File: src/rtl/strobe_sched_pkg.sv
// strobe_sched_pkg: shared FSM state encoding, counter width and arbitration helpers.
// Contents: state_t (IDLE/SETUP/STROBE/HOLD), CNT_W, rr_pick(), prio_pick().
// Used by: strobe_sched.
package strobe_sched_pkg;

    localparam int CNT_W = 4;

    typedef enum logic [1:0] {
        ST_IDLE   = 2'd0,
        ST_SETUP  = 2'd1,
        ST_STROBE = 2'd2,
        ST_HOLD   = 2'd3
    } state_t;

    // Round-robin: the first set bit strictly after 'last', searching upward and wrapping.
    // k runs 1..8, so the last candidate examined is 'last' itself.
    function automatic logic [2:0] rr_pick(input logic [7:0] req, input logic [2:0] last);
        logic [2:0] idx;
        logic [2:0] win;
        logic       found;
        win   = last;
        found = 1'b0;
        for (int k = 1; k <= 8; k++) begin
            idx = last + 3'(k);
            if (!found && req[idx]) begin
                win   = idx;
                found = 1'b1;
            end
        end
        return win;
    endfunction

    // Fixed priority: the lowest set index wins.
    function automatic logic [2:0] prio_pick(input logic [7:0] req);
        logic [2:0] win;
        logic       found;
        win   = 3'd0;
        found = 1'b0;
        for (int i = 0; i < 8; i++) begin
            if (!found && req[i]) begin
                win   = 3'(i);
                found = 1'b1;
            end
        end
        return win;
    endfunction

endpackage

File: src/rtl/x74138.sv
// x74138: 3-to-8 line decoder with one active-high and two active-low enables.
// Ports: a (select), g1 / g2a_n / g2b_n (enables), y_n (active-low one-hot out).
// Purely combinational; all outputs are high whenever any enable is inactive.
module x74138 (
    input  logic [2:0] a,
    input  logic       g1,
    input  logic       g2a_n,
    input  logic       g2b_n,
    output logic [7:0] y_n
);

    always_comb begin
        y_n = 8'hFF;
        if (g1 && !g2a_n && !g2b_n) begin
            y_n = ~(8'd1 << a);
        end
    end

endmodule

File: src/rtl/strobe_sched.sv
// strobe_sched: arbitrates 8 level requests and runs a SETUP/STROBE/HOLD chip-select cycle.
// Ports: clk, reset_n (async, active-low), req[7:0] in; sel, g1, g2a_n, g2b_n, cs_n, ack, busy out.
// Macro STROBE_SCHED_FIXED_PRIO_EN selects fixed priority instead of round-robin; timing is unchanged.
module strobe_sched
    import strobe_sched_pkg::*;
#(
    parameter int SETUP_CYC  = 1,
    parameter int STROBE_CYC = 2,
    parameter int HOLD_CYC   = 1
) (
    input  logic       clk,
    input  logic       reset_n,
    input  logic [7:0] req,
    output logic [2:0] sel,
    output logic       g1,
    output logic       g2a_n,
    output logic       g2b_n,
    output logic [7:0] cs_n,
    output logic [7:0] ack,
    output logic       busy
);

    localparam logic [CNT_W-1:0] CNT_ONE = CNT_W'(1);

    state_t           state;
    state_t           state_nx;
    logic [CNT_W-1:0] cnt;
    logic [CNT_W-1:0] cnt_nx;
    logic [2:0]       winner;
    logic             grant;

    // A grant happens only from IDLE; req is ignored in every other state.
    assign grant = (state == ST_IDLE) && (|req);

`ifdef STROBE_SCHED_FIXED_PRIO_EN
    assign winner = prio_pick(req);
`else
    logic [2:0] last;

    assign winner = rr_pick(req, last);

    // Reset value 7 makes index 0 the first candidate after reset.
    always_ff @(posedge clk or negedge reset_n) begin
        if (!reset_n) begin
            last <= 3'd7;
        end else if (grant) begin
            last <= winner;
        end
    end
`endif

    // Each phase counter loads its length on entry and leaves the phase when it reaches 1.
    always_comb begin
        state_nx = state;
        cnt_nx   = cnt;
        case (state)
            ST_IDLE: begin
                if (grant) begin
                    state_nx = ST_SETUP;
                    cnt_nx   = CNT_W'(SETUP_CYC);
                end
            end
            ST_SETUP: begin
                if (cnt == CNT_ONE) begin
                    state_nx = ST_STROBE;
                    cnt_nx   = CNT_W'(STROBE_CYC);
                end else begin
                    cnt_nx = cnt - CNT_ONE;
                end
            end
            ST_STROBE: begin
                if (cnt == CNT_ONE) begin
                    state_nx = ST_HOLD;
                    cnt_nx   = CNT_W'(HOLD_CYC);
                end else begin
                    cnt_nx = cnt - CNT_ONE;
                end
            end
            ST_HOLD: begin
                if (cnt == CNT_ONE) begin
                    state_nx = ST_IDLE;
                    cnt_nx   = '0;
                end else begin
                    cnt_nx = cnt - CNT_ONE;
                end
            end
            default: begin
                state_nx = ST_IDLE;
                cnt_nx   = '0;
            end
        endcase
    end

    // Enables and ack are registered from the next-state decode so they line up
    // exactly with the state they belong to. sel only changes on a grant, so it
    // is already stable when ack is built from it.
    always_ff @(posedge clk or negedge reset_n) begin
        if (!reset_n) begin
            state <= ST_IDLE;
            cnt   <= '0;
            sel   <= 3'd0;
            g1    <= 1'b0;
            g2a_n <= 1'b1;
            g2b_n <= 1'b1;
            ack   <= 8'h00;
        end else begin
            state <= state_nx;
            cnt   <= cnt_nx;
            if (grant) begin
                sel <= winner;
            end
            g1    <= (state_nx == ST_STROBE);
            g2a_n <= (state_nx != ST_STROBE);
            g2b_n <= (state_nx != ST_STROBE);
            if ((state_nx == ST_HOLD) && (cnt_nx == CNT_ONE)) begin
                ack <= 8'd1 << sel;
            end else begin
                ack <= 8'h00;
            end
        end
    end

    assign busy = (state != ST_IDLE);

    x74138 u_dec (
        .a     (sel),
        .g1    (g1),
        .g2a_n (g2a_n),
        .g2b_n (g2b_n),
        .y_n   (cs_n)
    );

endmodule

File: config.mk
export PLATFORM = sky130hd
export DESIGN_NAME = strobe_sched
export DESIGN_NICKNAME = d
export VERILOG_FILES = /design/src/rtl/strobe_sched_pkg.sv /design/src/rtl/x74138.sv /design/src/rtl/strobe_sched.sv
export SDC_FILE = /design/constraint.sdc
export NUM_CORES = 1
export LEC_CHECK = 0
export ABC_CLOCK_PERIOD_IN_PS = 5900
export BUFFER_PORTS_ARGS = -buffer_cell sky130_fd_sc_hd__buf_4
export CORE_ASPECT_RATIO = 0.9
export CORE_MARGIN = 1.5
export CORE_UTILIZATION = 50
export CTS_CLUSTER_SIZE = 8
export DETAILED_ROUTE_END_ITERATION = 16
export GPL_TIMING_DRIVEN = 1
export MAX_ROUTING_LAYER = met4
export PLACE_DENSITY = 0.81
export SLEW_MARGIN = 25
export SYNTH_ARGS = -nofsm -noshare
export SYNTH_HDL_FRONTEND = slang
export SYNTH_HIERARCHICAL = 1
export SYNTH_SLANG_ARGS = --single-unit
File: constraint.sdc
create_clock -name clk -period 5.9 [get_ports clk]
set_clock_uncertainty 0.2 [all_clocks]
set_input_delay 0.885 -clock clk [delete_from_list [all_inputs] [get_ports clk]]
set_output_delay 0.885 -clock clk [all_outputs]
set_load 0.03 [all_outputs]
==> flow_summary.json <==
{
  "post_cts_buffers": 0,
  "grt_overflow": 0,
  "tightest_slew_ns": 0.7780,
  "clock_latency_ns": 0.26,
  "startpoint_type": "register",
  "pin_count": 33,
  "maxCapViolations": 0,
  "synth_area_leaders": "dfrtp_1 21%, mux2i_1 5.7%, nor2_1 5.2%",
  "synth_nets": 236,
  "coreArea_um2": 4046,
  "slew_viol_final": 0,
  "p_leak_uw": 0.001003,
  "p_per_area_nw_per_um2": 627.8,
  "synth_edf_count": 0,
  "drc_errors": 0,
  "num_antenna_cells": 0,
  "dr.pass1.iters": 5,
  "setup_tns_ns": 0,
  "row_count": 22,
  "die_h_um": 64.51,
  "cts_hold_buf": 0,
  "synth_warnings": 6,
  "dp_hpwl_mm": 3.688,
  "cts_sinks": 22,
  "cts_buffers": 3,
  "worstPathArrival_ns": 3.55,
  "final_layout_size_suffix_gt1_share_pct": 32.80,
  "cts_root_buf": "clkbuf_8",
  "status": "completed",
  "hold-worst-slack_ns": 0.2910,
  "ys_ff_latch": 22,
  "netSwitchingFraction_pct": 49.67,
  "post-route-min-period_ns": 3.553,
  "setup_viol": 0,
  "syn-cell-area_um2": 2102,
  "power_frac_comb_pct": 68.0,
  "port_buffers": 32,
  "antenna_left": 0,
  "slew_headroom_pct": 47.94,
  "hold_class": "in -> async",
  "cts_buffer_depth": 2,
  "timing.fmax_mhz": 281.4,
  "antenna_found_initial": 0,
  "layout.nets": 265,
  "peakVddDrop_mv": 0.3515,
  "drt_iter0_markers": 148,
  "synth_cell_type_count": 62,
  "cts.clk_slew.worst_paths_ns": 0.08,
  "syn_area_per_cell_um2": 9.469,
  "ff2ff_path_depth": 9,
  "async_flop_share_pct": 100.0,
  "clkPwrFrac_pct": 9.3,
  "rsz0062_at_grt": "no",
  "synth_top_area_share_pct": 21.43,
  "dieArea_um2": 4602,
  "wl_per_cell_um": 16.37,
  "ys_seq_area_share_pct": 26.43,
  "hold_viol_final": 0,
  "vias_per_cell": 6.114,
  "cp.required_ns": 5.90,
  "synthFlopType": "dfrtp_1",
  "critical_path.endpoint_type": "register",
  "post-route-util_pct": 59.59,
  "drt_wl_total_mm": 4.879,
  "htree_levels": 1,
  "die_w_um": 71.35,
  "crit_type": "reg -> reg",
  "gp_congestion": 0.9247,
  "cts_tree": "done",
  "synth_top_area_cell": "dfrtp_1",
  "worst-path-max-fanout": 19,
  "timing.final.crit_share_pct": 60.23,
  "grt_pass1_wl_mm": 7.983,
  "cts_resized": 0,
  "p_switching_uw": 751.9,
  "synthToLayoutAreaGrowth_pct": 14.70,
  "p_int_uw": 761.8,
  "grt_max_degree": 23,
  "synthesis.instances": 222,
  "total_power_uw": 1514,
  "first_global_vias": 1600,
  "start_util_pct": 51.95,
  "gr-usage-all-layers_pct": 22.40,
  "vias": 1822,
  "seq_power_share_pct": 22.6
}
critical path, cell delays in order (launching register included):
cell and delay, ns:
dfstp_2 0.88, inv_1 0.16, ha_1 0.75, mux4_2 0.43, and2_4 0.19, nor3_2 0.14
a32oi_1 0.12, o21ai_2 0.23, nor2b_2 0.08, a221o_1 0.30
sequential cells by signal, summed over array words and instances, names as in the netlist:
register,flops
cnt,4
g1,1
last,3
sel,3
ack,8
g2b_n,1
state,2
metrics by stage:
stage               area, um2  worst slack [ns]  cells
detailed placement       2340             2.325    294
CTS                      2411             2.325    298
floorplan                2102             2.976    222
finish                   2411             2.347    298
global placement         2340             2.445    294
global route             2411             2.180    298
worst paths after layout:
check                           slack, ns       end    start
worst max-delay path                 2.35   last[1]  last[0]
max in group asynchronous            4.93   last[1]  reset_n
worst min register to register       0.34    cnt[1]   cnt[1]
worst max register to register       2.35   last[1]  last[0]
worst min-delay path                 0.29  state[1]  reset_n
min in group clk                     0.34    cnt[1]   cnt[1]
final cells by class:
cell class	instances	area (um2)
tap	48	60.06
clock buffer	3	41.29
multi-input combinational	182	1445
inverter	10	38.79
sequential	22	555.5
timing repair buffer	32	240.2
fill	368	1635
clock inverter	1	30.03
Yosys cell counts, drive strengths merged (4+ instances only):
cell / n
a211oi: 8
a21oi: 6
a31oi: 4
and3b: 4
buf: 6
dfrtp: 18
dfstp: 4
ha: 4
inv: 9
mux2: 9
mux2i: 20
mux4: 4
nand2: 21
nand3: 7
nor2: 29
nor3: 10
nor3b: 7
o21ai: 13
xnor2: 4
cell usage in the layout, fill, tap and decap left out, types with 4 or more instances in the layout:
cell type | netlist | final
a211oi_1 | 6 | 6
mux2i_2 | 4 | 4
nor2_1 | 29 | 29
dfrtp_1 | 18 | 18
mux2i_1 | 12 | 12
a31oi_1 | 4 | 4
mux2i_4 | 4 | 4
nand3_1 | 6 | 6
ha_1 | 4 | 4
nor3b_1 | 4 | 4
nand2_1 | 20 | 20
mux4_2 | 4 | 4
inv_1 | 7 | 7
nor3_1 | 7 | 7
dfstp_2 | 4 | 4
o21ai_0 | 12 | 12
a21oi_1 | 6 | 6
buf_4 | 2 | 32
mux2_2 | 9 | 9
kinds of logic (layout without fill, tap and decap cells):
logic type | count (synthesis) | in the layout | synth area share, %
buffers and inverters | 18 | 46 | 4.821
multiplexers | 33 | 33 | 21.73
adder cells (fa/ha/maj) | 4 | 4 | 2.381
XOR/XNOR | 5 | 5 | 3.870
flip-flops | 22 | 22 | 26.43
AND/OR/NAND/NOR | 93 | 93 | 24.23
AO/OA/AOI/OAI | 47 | 47 | 16.55
layer usage:
layer | track usage, % | vias to the layer above | share of wire [%]
met5 | - | - | 0
met4 | 2.594 | 0 | 0.51
met3 | 3.266 | 4 | 7.3
met2 | 33.91 | 80 | 45
met1 | 32.97 | 851 | 47
li1 | - | 887 | -
power groups by stage:
stage                     combinational, uW  clock, uW  sequential, uW
after CTS                              1020        143             341
after global routing                   1120        153             357
after global placement                 1010          0             340
after floorplan                         880          0             300
after detailed placement               1020          0             344
final                                  1030        141             342
Note: power is estimated with default switching activity, not from simulation.
